## config.mk

```make
export PLATFORM = sky130hd
export DESIGN_NAME = pc_unit
export DESIGN_NICKNAME = d
export VERILOG_FILES = /design/src/rtl/pc_unit_pkg.sv /design/src/rtl/pc_next_sel.sv /design/src/rtl/pc_unit.sv
export SDC_FILE = /design/constraint.sdc
export NUM_CORES = 1
export LEC_CHECK = 0
export BUFFER_PORTS_ARGS = -buffer_cell sky130_fd_sc_hd__buf_2
export CORE_ASPECT_RATIO = 1.1
export CORE_UTILIZATION = 40
export CTS_CLUSTER_SIZE = 28
export DETAILED_ROUTE_END_ITERATION = 8
export PLACE_DENSITY = 0.72
export SYNTH_ARGS = -nofsm -noshare
export SYNTH_HDL_FRONTEND = slang
export SYNTH_SLANG_ARGS = --single-unit
```

## constraint.sdc

```tcl
create_clock -name clk -period 3.75 [get_ports clk]
set_input_delay 0.5625 -clock clk [delete_from_list [all_inputs] [get_ports clk]]
set_output_delay 0.5625 -clock clk [all_outputs]
set_load 0.02 [all_outputs]
```

## src/rtl/pc_unit_pkg.sv

```systemverilog
// Shared constants for the program-counter slice: jump selectors, FSM state
// encodings and the default boot address.
package pc_unit_pkg;

  localparam logic [1:0] JP_RELATIVE = 2'd0;
  localparam logic [1:0] JP_TO_F     = 2'd1;

  localparam logic [31:0] DEFAULT_RESET_VEC = 32'h0000_0000;

  typedef enum logic [1:0] {
    ST_BOOT = 2'd0,
    ST_RUN  = 2'd1,
    ST_HALT = 2'd2
  } pc_state_t;

  // Selector values 2 and 3 are reserved and behave as "no jump".
  function automatic logic is_valid_jump(input logic [1:0] sel);
    return (sel == JP_RELATIVE) || (sel == JP_TO_F);
  endfunction

endpackage

```

## src/rtl/pc_next_sel.sv

```systemverilog
// Combinational next-address priority mux: trap > jump > sequential > hold.
// Alignment checking of jump targets is compiled in with PC_MISALIGN_EN.
module pc_next_sel
  import pc_unit_pkg::*;
#(
  parameter int XLEN       = 32,
  parameter int INST_BYTES = 4
) (
  input  logic [XLEN-1:0] cur_addr,
  input  logic            go_next,
  input  logic            jump,
  input  logic [1:0]      jump_sel,
  input  logic [XLEN-1:0] f_data,
  input  logic [XLEN-1:0] rel_addr,
  input  logic            trap,
  input  logic [XLEN-1:0] trap_vec,
  output logic [XLEN-1:0] next_addr,
  output logic            load,
  output logic            redirect,
  output logic            step
`ifdef PC_MISALIGN_EN
  , output logic          misalign
`endif
);

  localparam logic [XLEN-1:0] INC = XLEN'(INST_BYTES);

  logic [XLEN-1:0] seq_addr;
  logic [XLEN-1:0] rel_target;
  logic [XLEN-1:0] jump_target;
  logic            bad_align;

  // Targets derive from the registered address only, so there is no loop.
  assign seq_addr    = cur_addr + INC;
  assign rel_target  = cur_addr + rel_addr;
  assign jump_target = (jump_sel == JP_TO_F) ? f_data : rel_target;

`ifdef PC_MISALIGN_EN
  assign bad_align = (jump_target[1:0] != 2'b00);
`else
  assign bad_align = 1'b0;
`endif

  always_comb begin
    next_addr = cur_addr;
    load      = 1'b0;
    redirect  = 1'b0;
    step      = 1'b0;
`ifdef PC_MISALIGN_EN
    misalign  = 1'b0;
`endif
    if (trap) begin
      next_addr = trap_vec;
      load      = 1'b1;
      redirect  = 1'b1;
    end else if (go_next) begin
      if (jump && is_valid_jump(jump_sel)) begin
        if (bad_align) begin
`ifdef PC_MISALIGN_EN
          misalign = 1'b1;
`endif
        end else begin
          next_addr = jump_target;
          load      = 1'b1;
          redirect  = 1'b1;
          step      = 1'b1;
        end
      end else begin
        next_addr = seq_addr;
        load      = 1'b1;
        step      = 1'b1;
      end
    end
  end

endmodule

```

## src/rtl/pc_unit.sv

```systemverilog
// Program counter with BOOT/RUN/HALT control, previous-PC and retired-step
// counter. Define PC_MISALIGN_EN to reject misaligned jump targets.
module pc_unit
  import pc_unit_pkg::*;
#(
  parameter int              XLEN       = 32,
  parameter logic [XLEN-1:0] RESET_VEC  = XLEN'(DEFAULT_RESET_VEC),
  parameter int              INST_BYTES = 4,
  parameter int              CNT_W      = 32
) (
  input  logic             clk,
  input  logic             rst,
  input  logic             go_next,
  input  logic             jump,
  input  logic [1:0]       jump_sel,
  input  logic [XLEN-1:0]  f_data,
  input  logic [XLEN-1:0]  rel_addr,
  input  logic             trap,
  input  logic [XLEN-1:0]  trap_vec,
  input  logic             halt_req,
  input  logic             resume,
  output logic [XLEN-1:0]  inst_addr,
  output logic [XLEN-1:0]  prev_addr,
  output logic             redirect,
  output logic             halted,
  output logic [CNT_W-1:0] instret
`ifdef PC_MISALIGN_EN
  , output logic           misalign
`endif
);

  pc_state_t state_reg, state_next;

  logic            sel_go;
  logic            sel_trap;
  logic [XLEN-1:0] sel_addr;
  logic            sel_load;
  logic            sel_redirect;
  logic            sel_step;
`ifdef PC_MISALIGN_EN
  logic            sel_misalign;
`endif

  always_ff @(posedge clk or posedge rst) begin
    if (rst) state_reg <= ST_BOOT;
    else     state_reg <= state_next;
  end

  always_comb begin
    state_next = state_reg;
    case (state_reg)
      ST_BOOT: state_next = ST_RUN;
      ST_RUN:  if (!trap && halt_req) state_next = ST_HALT;
      ST_HALT: begin
        if (trap)                      state_next = ST_RUN;
        else if (resume && !halt_req)  state_next = ST_RUN;
      end
      default: state_next = ST_BOOT;
    endcase
  end

  // BOOT blocks all updates; HALT only lets a trap through to the mux.
  always_comb begin
    sel_go   = 1'b0;
    sel_trap = 1'b0;
    case (state_reg)
      ST_RUN: begin
        sel_go   = go_next;
        sel_trap = trap;
      end
      ST_HALT: sel_trap = trap;
      default: begin
        sel_go   = 1'b0;
        sel_trap = 1'b0;
      end
    endcase
  end

  assign halted = (state_reg == ST_HALT);

  pc_next_sel #(
    .XLEN      (XLEN),
    .INST_BYTES(INST_BYTES)
  ) u_next_sel (
    .cur_addr (inst_addr),
    .go_next  (sel_go),
    .jump     (jump),
    .jump_sel (jump_sel),
    .f_data   (f_data),
    .rel_addr (rel_addr),
    .trap     (sel_trap),
    .trap_vec (trap_vec),
    .next_addr(sel_addr),
    .load     (sel_load),
    .redirect (sel_redirect),
    .step     (sel_step)
`ifdef PC_MISALIGN_EN
    , .misalign(sel_misalign)
`endif
  );

  always_ff @(posedge clk or posedge rst) begin
    if (rst) begin
      inst_addr <= RESET_VEC;
      prev_addr <= RESET_VEC;
      redirect  <= 1'b0;
      instret   <= '0;
    end else begin
      redirect <= sel_redirect;
      if (sel_load) begin
        inst_addr <= sel_addr;
        prev_addr <= inst_addr;
      end
      if (sel_step) instret <= instret + CNT_W'(1);
    end
  end

`ifdef PC_MISALIGN_EN
  always_ff @(posedge clk or posedge rst) begin
    if (rst) misalign <= 1'b0;
    else     misalign <= sel_misalign;
  end
`endif

endmodule

```

**Word-level counts from Yosys, hierarchy flattened**

Index checks and enable logic that the tools add are counted.

- Bits in latches: 0
- RAM bits: 0
- Memories: 0
- ROM bits: 0
- Output and inout bits: 98
- Input bits: 105
- Register bits: 99
- Logic and storage cells: 41

- Multipliers: 0
- Magnitude comparators: 0
- Reduce and logical (&&, ||, !) cells: 12
- Multiplexer cells: 16
- Shift operators: 0
- Add/sub/neg operators: 3
- Div/mod/pow operators: 0
- Bitwise operators: 0
- Eq/ne operators: 5

Operators by type and width:

| operator | number |
|---|---|
| 32-bit two-way mux | 4 |
| 32-bit by 1-bit adder with 32-bit output (second input constant) | 1 |
| 32-bit by 3-bit adder with 32-bit output (second input constant) | 1 |
| 32-bit adder | 1 |
| 1-bit two-way mux | 8 |
| 2-bit two-way mux | 3 |
| 2-bit one-hot mux with 3 select lines | 1 |
| 2-bit by 1-bit == test with 1-bit output (second input constant) | 2 |
| 2-bit logical NOT | 2 |
| 2-bit AND reduction | 2 |
| 1-bit logical AND | 3 |
| 3-bit by 2-bit inequality test with 1-bit output (second input constant) | 1 |
| 2-bit == test (second input constant) | 1 |
| 1-bit logical NOT | 2 |
| 2-bit inequality test (second input constant) | 1 |
| 2-bit nonzero test | 1 |
| 2-bit OR reduction | 1 |
| 1-bit logical OR | 1 |

**Longest topological paths before layout**

- Word-level depth: 6
- Mapped depth: 12
- Gate-level depth less buffers: 11

**Hierarchy**

Synthesis repeated with hierarchy kept, for this count alone.

- Cell total of the unflattened synthesis: 814
- Area total of the unflattened synthesis: 7374.6 sq um

Modules (own cells, without submodules):

| module | sequential area each (sq um) | cells each | area an instance (sq um) | instances |
|---|---|---|---|---|
| pc_unit | 2477.4 | 281 | 4007.6 | 1 |
| pc_next_sel | 0.0 | 533 | 3367.0 | 1 |

**Worst setup path before layout**

Ideal clock, no wire load.

- Kind: input-to-reg
- Start point: input rel_addr[0]
- End point: register inst_addr[20]
- Data required time: 3.624 ns
- Stages on the path: 11
- Data arrival time: 2.618 ns
- Setup time: 0.126 ns
- Path buffers: 0
- Setup slack: 1.006 ns
- Cell sequence: ha_1 > fa_1 > a21oi_2 > o211ai_2 > a21oi_2 > o311ai_2 > a21oi_2 > o31ai_4 > xnor2_1 > a21oi_1 > a221o_1

- Cells in the longest elaborated chain, start to end: 5

RTL lines:

| what | RTL line | RTL |
|---|---|---|
| start, declared | pc_unit.sv:17 | `input logic [XLEN-1:0] rel_addr,` |
| 32-bit adder | pc_next_sel.sv:35 | `assign rel_target = cur_addr + rel_addr;` |
| 32-bit two-way mux | pc_next_sel.sv:36 | `assign jump_target = (jump_sel == JP_TO_F) ? f_data : rel_target;` |
| 32-bit two-way mux | pc_next_sel.sv:57 | `if (jump && is_valid_jump(jump_sel)) begin` |
| 32-bit two-way mux | pc_next_sel.sv:56 | `end else if (go_next) begin` |
| 32-bit two-way mux | pc_next_sel.sv:52 | `if (trap) begin` |
| end signal, assigned | pc_unit.sv:111 | `inst_addr <= sel_addr;` |
| end, declared | pc_unit.sv:22 | `output logic [XLEN-1:0] inst_addr,` |

Every way passes these cells. The select of a mux whose other input is x is not followed.
A chain may end at the register's enable or synchronous reset.

**Worst setup path after layout**

- Start point: register inst_addr[11]
- End point: register inst_addr[30]

- Cells in the longest elaborated chain, start to end: 5
- Elaborated cells between the ends (all ways): 6
- Classes of those cells: 2 x add/sub; 4 x mux

RTL lines:

| what | RTL line |
|---|---|
| 32-bit adder | pc_next_sel.sv:35 |
| 32-bit two-way mux | pc_next_sel.sv:36 |
| 32-bit two-way mux (*) | pc_next_sel.sv:57 |
| 32-bit two-way mux (*) | pc_next_sel.sv:56 |
| 32-bit two-way mux (*) | pc_next_sel.sv:52 |

Mark *: on every way between the ends. The rest lies on a longest branch, timed or not. The select of a mux whose other input is x is not followed.

==> results.py <==
metrics = {
    "setup_path": {
        "worstPathMaxFanout": 8,
        "reg2reg_from": "inst_addr[11]",
        "start_kind": "flop",
        "critical_path_arrival_ps": 3270,
        "crit_path_end_kind": "flop",
        "path_class": "flop to flop",
        "r2r-end": "inst_addr[30]",
        "cp.required_ps": 4030,
        "ff2ff_path_depth": 10,
        "rrSetupSlack_ps": 750,
    },
    "floorplanning": {
        "die_y_um": 140,
        "die_area_um2": 17800,
        "coreArea_um2": 17000,
        "die_width_um": 127,
        "io_pins": 203,
        "rows": 50,
        "initial_core_util_pct": 40.7,
    },
    "detailed_routing": {
        "drc": 0,
        "vias_per_cell": 5.52,
        "drtAntennaViolNets": 0,
        "wl_per_cell_um": 17.7,
        "drt-total-wl_mm": 22.5,
        "first_iter_violations": 460,
        "first_pass_iters": 5,
        "num_vias": 7004,
    },
    "status": {
        "status": "finished, final reports clean",
    },
    "run": {
        "drv_cap": 0,
    },
    "clock_network": {
        "cts_tree": "done",
        "cts_buffer_depth": 2,
        "cts_sinks": 99,
        "cts_buffers": 9,
        "htree_levels": 3,
        "root_buffer": "clkbuf_16",
        "cts_resized": 0,
        "clk_pin_slew_ps": 70,
        "post_cts_buffers": 0,
        "ctsHoldBuffers": 0,
        "worstSkewPairLatency_ps": 360,
    },
    "power_and_ir_drop": {
        "power_density_nw_per_um2": 838,
        "power_mw": 7.14,
        "leakagePower_nw": 4.06,
        "ir_worst_vdd_mv": 0.340,
    },
    "grt": {
        "grt_max_degree": 46,
        "grt_util_all_layers_pct": 25.5,
        "grt_overflow_total": 0,
        "grt_pass1_wl_mm": 35.3,
        "grt_pass1_vias": 6717,
        "grt_antenna_before_repair": 2,
    },
    "sta": {
        "fin_tns_setup_ps": 0,
        "period_share_pct": 79.9,
        "maxSlewHeadroom_pct": 46.1,
        "hold_viol": 0,
        "period_needed_ps": 3000,
        "fmax_mhz": 334,
        "rsz0062_at_grt": "no",
        "report.final.slew_viol_count": 0,
        "clock_skew_ps": 6.18,
        "worst_slew_pin_slew_ps": 805,
        "setup_violations": 0,
    },
    "place": {
        "port_buffers": 202,
        "hpwl_mm": 16.9,
        "place_inst": 1251,
        "gp_congestion": 0.943,
    },
    "finish": {
        "final_nets": 1170,
        "largestRegisters": "inst_addr (32), instret (32), prev_addr (32)",
        "fillCellCount": 1663,
        "drive_above_1_share_pct": 25.7,
        "synthToLayoutAreaGrowth_pct": 23.2,
        "post-route-util_pct": 50.2,
        "fin_cells": 1268,
    },
    "synthesis": {
        "synthTopCellsByCount": "nand2_1 (163), dfrtp_1 (99), a21oi_1 (76)",
        "syn_avg_cell_area_um2": 8.25,
        "synth_top_area_share_pct": 35.9,
        "ys_seq_area_share_pct": 35.9,
        "yosysWarnings": 0,
        "synth_edf_count": 0,
        "synthTopCellsByArea": "dfrtp_1 (36%), nand2_1 (8.9%), ha_1 (6.5%), xnor2_1 (6.3%), a21oi_1 (5.5%)",
        "netlist_instances": 837,
        "async_flop_share_pct": 100,
        "synth_fp_nets": 979,
        "synth-main-ff-cell": "dfrtp_1",
        "yosysMostFrequentCell": "nand2_1",
        "synth_largest_area_cell": "dfrtp_1",
        "ys_types": 69,
        "syn_area_um2": 6910,
        "synth-seq-cells": 99,
    },
    "min_path": {
        "hold_class": "input port to asynchronous set/reset pin",
    },
}
[worst max-delay path: stages (launching register included)]
cell     delay [ps]
dfrtp_1         470
ha_1            500
a21oi_1         140
o21ai_1         300
a32oi_1         180
and3_1          200
nor3b_1         290
o21ai_1         140
a21oi_1         180
mux2_2          340
nor3_1          150
[area by class of cell]
class	instances	area, um^2	area share (%)
diodes	2	5.00	0.0588
clock buffers	11	243	2.85
clock inverters	4	75.1	0.882
inverters	21	81.3	0.955
multi-input cells	677	4190	49.2
flip-flops and latches	99	2480	29.1
well taps	234	293	3.44
repair buffers	220	1150	13.5
[power by group]
group | total [mW] | switching, mW | leakage [nW] | internal (mW)
Sequential | 1.90 | 0.446 | 1.24 | 1.46
Combinational | 4.21 | 2.65 | 2.67 | 1.56
Clock | 1.02 | 0.424 | 0.148 | 0.600
[how the worst max path moves through the flow]
stage,start,end,slack [ps],cells past startpoint
global placement,rel_addr[0],inst_addr[20],680,12
detailed placement,rel_addr[0],inst_addr[20],650,12
finish,inst_addr[11],inst_addr[30],750,10
floorplan,rst,inst_addr[0],600,1
CTS,inst_addr[11],inst_addr[30],800,10
global route,inst_addr[11],inst_addr[30],550,10
[layout by cell type, fill, tap and decap left out, types with 3 or more instances in the layout]
cell type and instances:
o211ai_1 8, nor2_1 57, and4_1 8, inv_1 20, a31oi_1 5, a221o_1 4, mux2i_1 4, and2_1 8
nand2_1 163, xnor2_1 50, nand2b_1 4, and3_1 12, buf_4 18, a22oi_1 6, o211ai_2 3, nand4_1 18
nand3_1 36, a221oi_1 3, o22ai_1 13, a21oi_1 76, a211oi_1 6, o21a_1 4, buf_2 202, a21oi_2 4
clkbuf_16 9, a21o_1 3, o21ai_1 9, o21bai_1 10, ha_1 36, dfrtp_1 99, xor2_1 19, nor3_1 11
o21ai_0 45, o221ai_1 9
[per-layer routing]
metal  wire (um)  global-route usage [%]
met5           0                       0
met4         585                    10.3
met3        1760                    4.88
met2       10400                    40.8
met1        9710                    33.6
[through the flow]
stage	setup WS (ps)	area, um^2	hold slack, ps
final	755	8510	263
after global routing	550	8510	318
after detailed placement	655	8190	450
after CTS	802	8510	295
after global placement	680	8190	445
after floorplan	597	6910	510
[kinds of logic after synthesis]
group                    share of synthesized area (%)
AO/OA/AOI/OAI                                     21.4
XOR/XNOR                                          8.75
adder cells (fa/ha/maj)                           6.81
buffers and inverters                             3.59
flip-flops                                        35.9
multiplexers                                     0.906
AND/OR/NAND/NOR                                   22.6
Power figures use the tool's default switching activity.
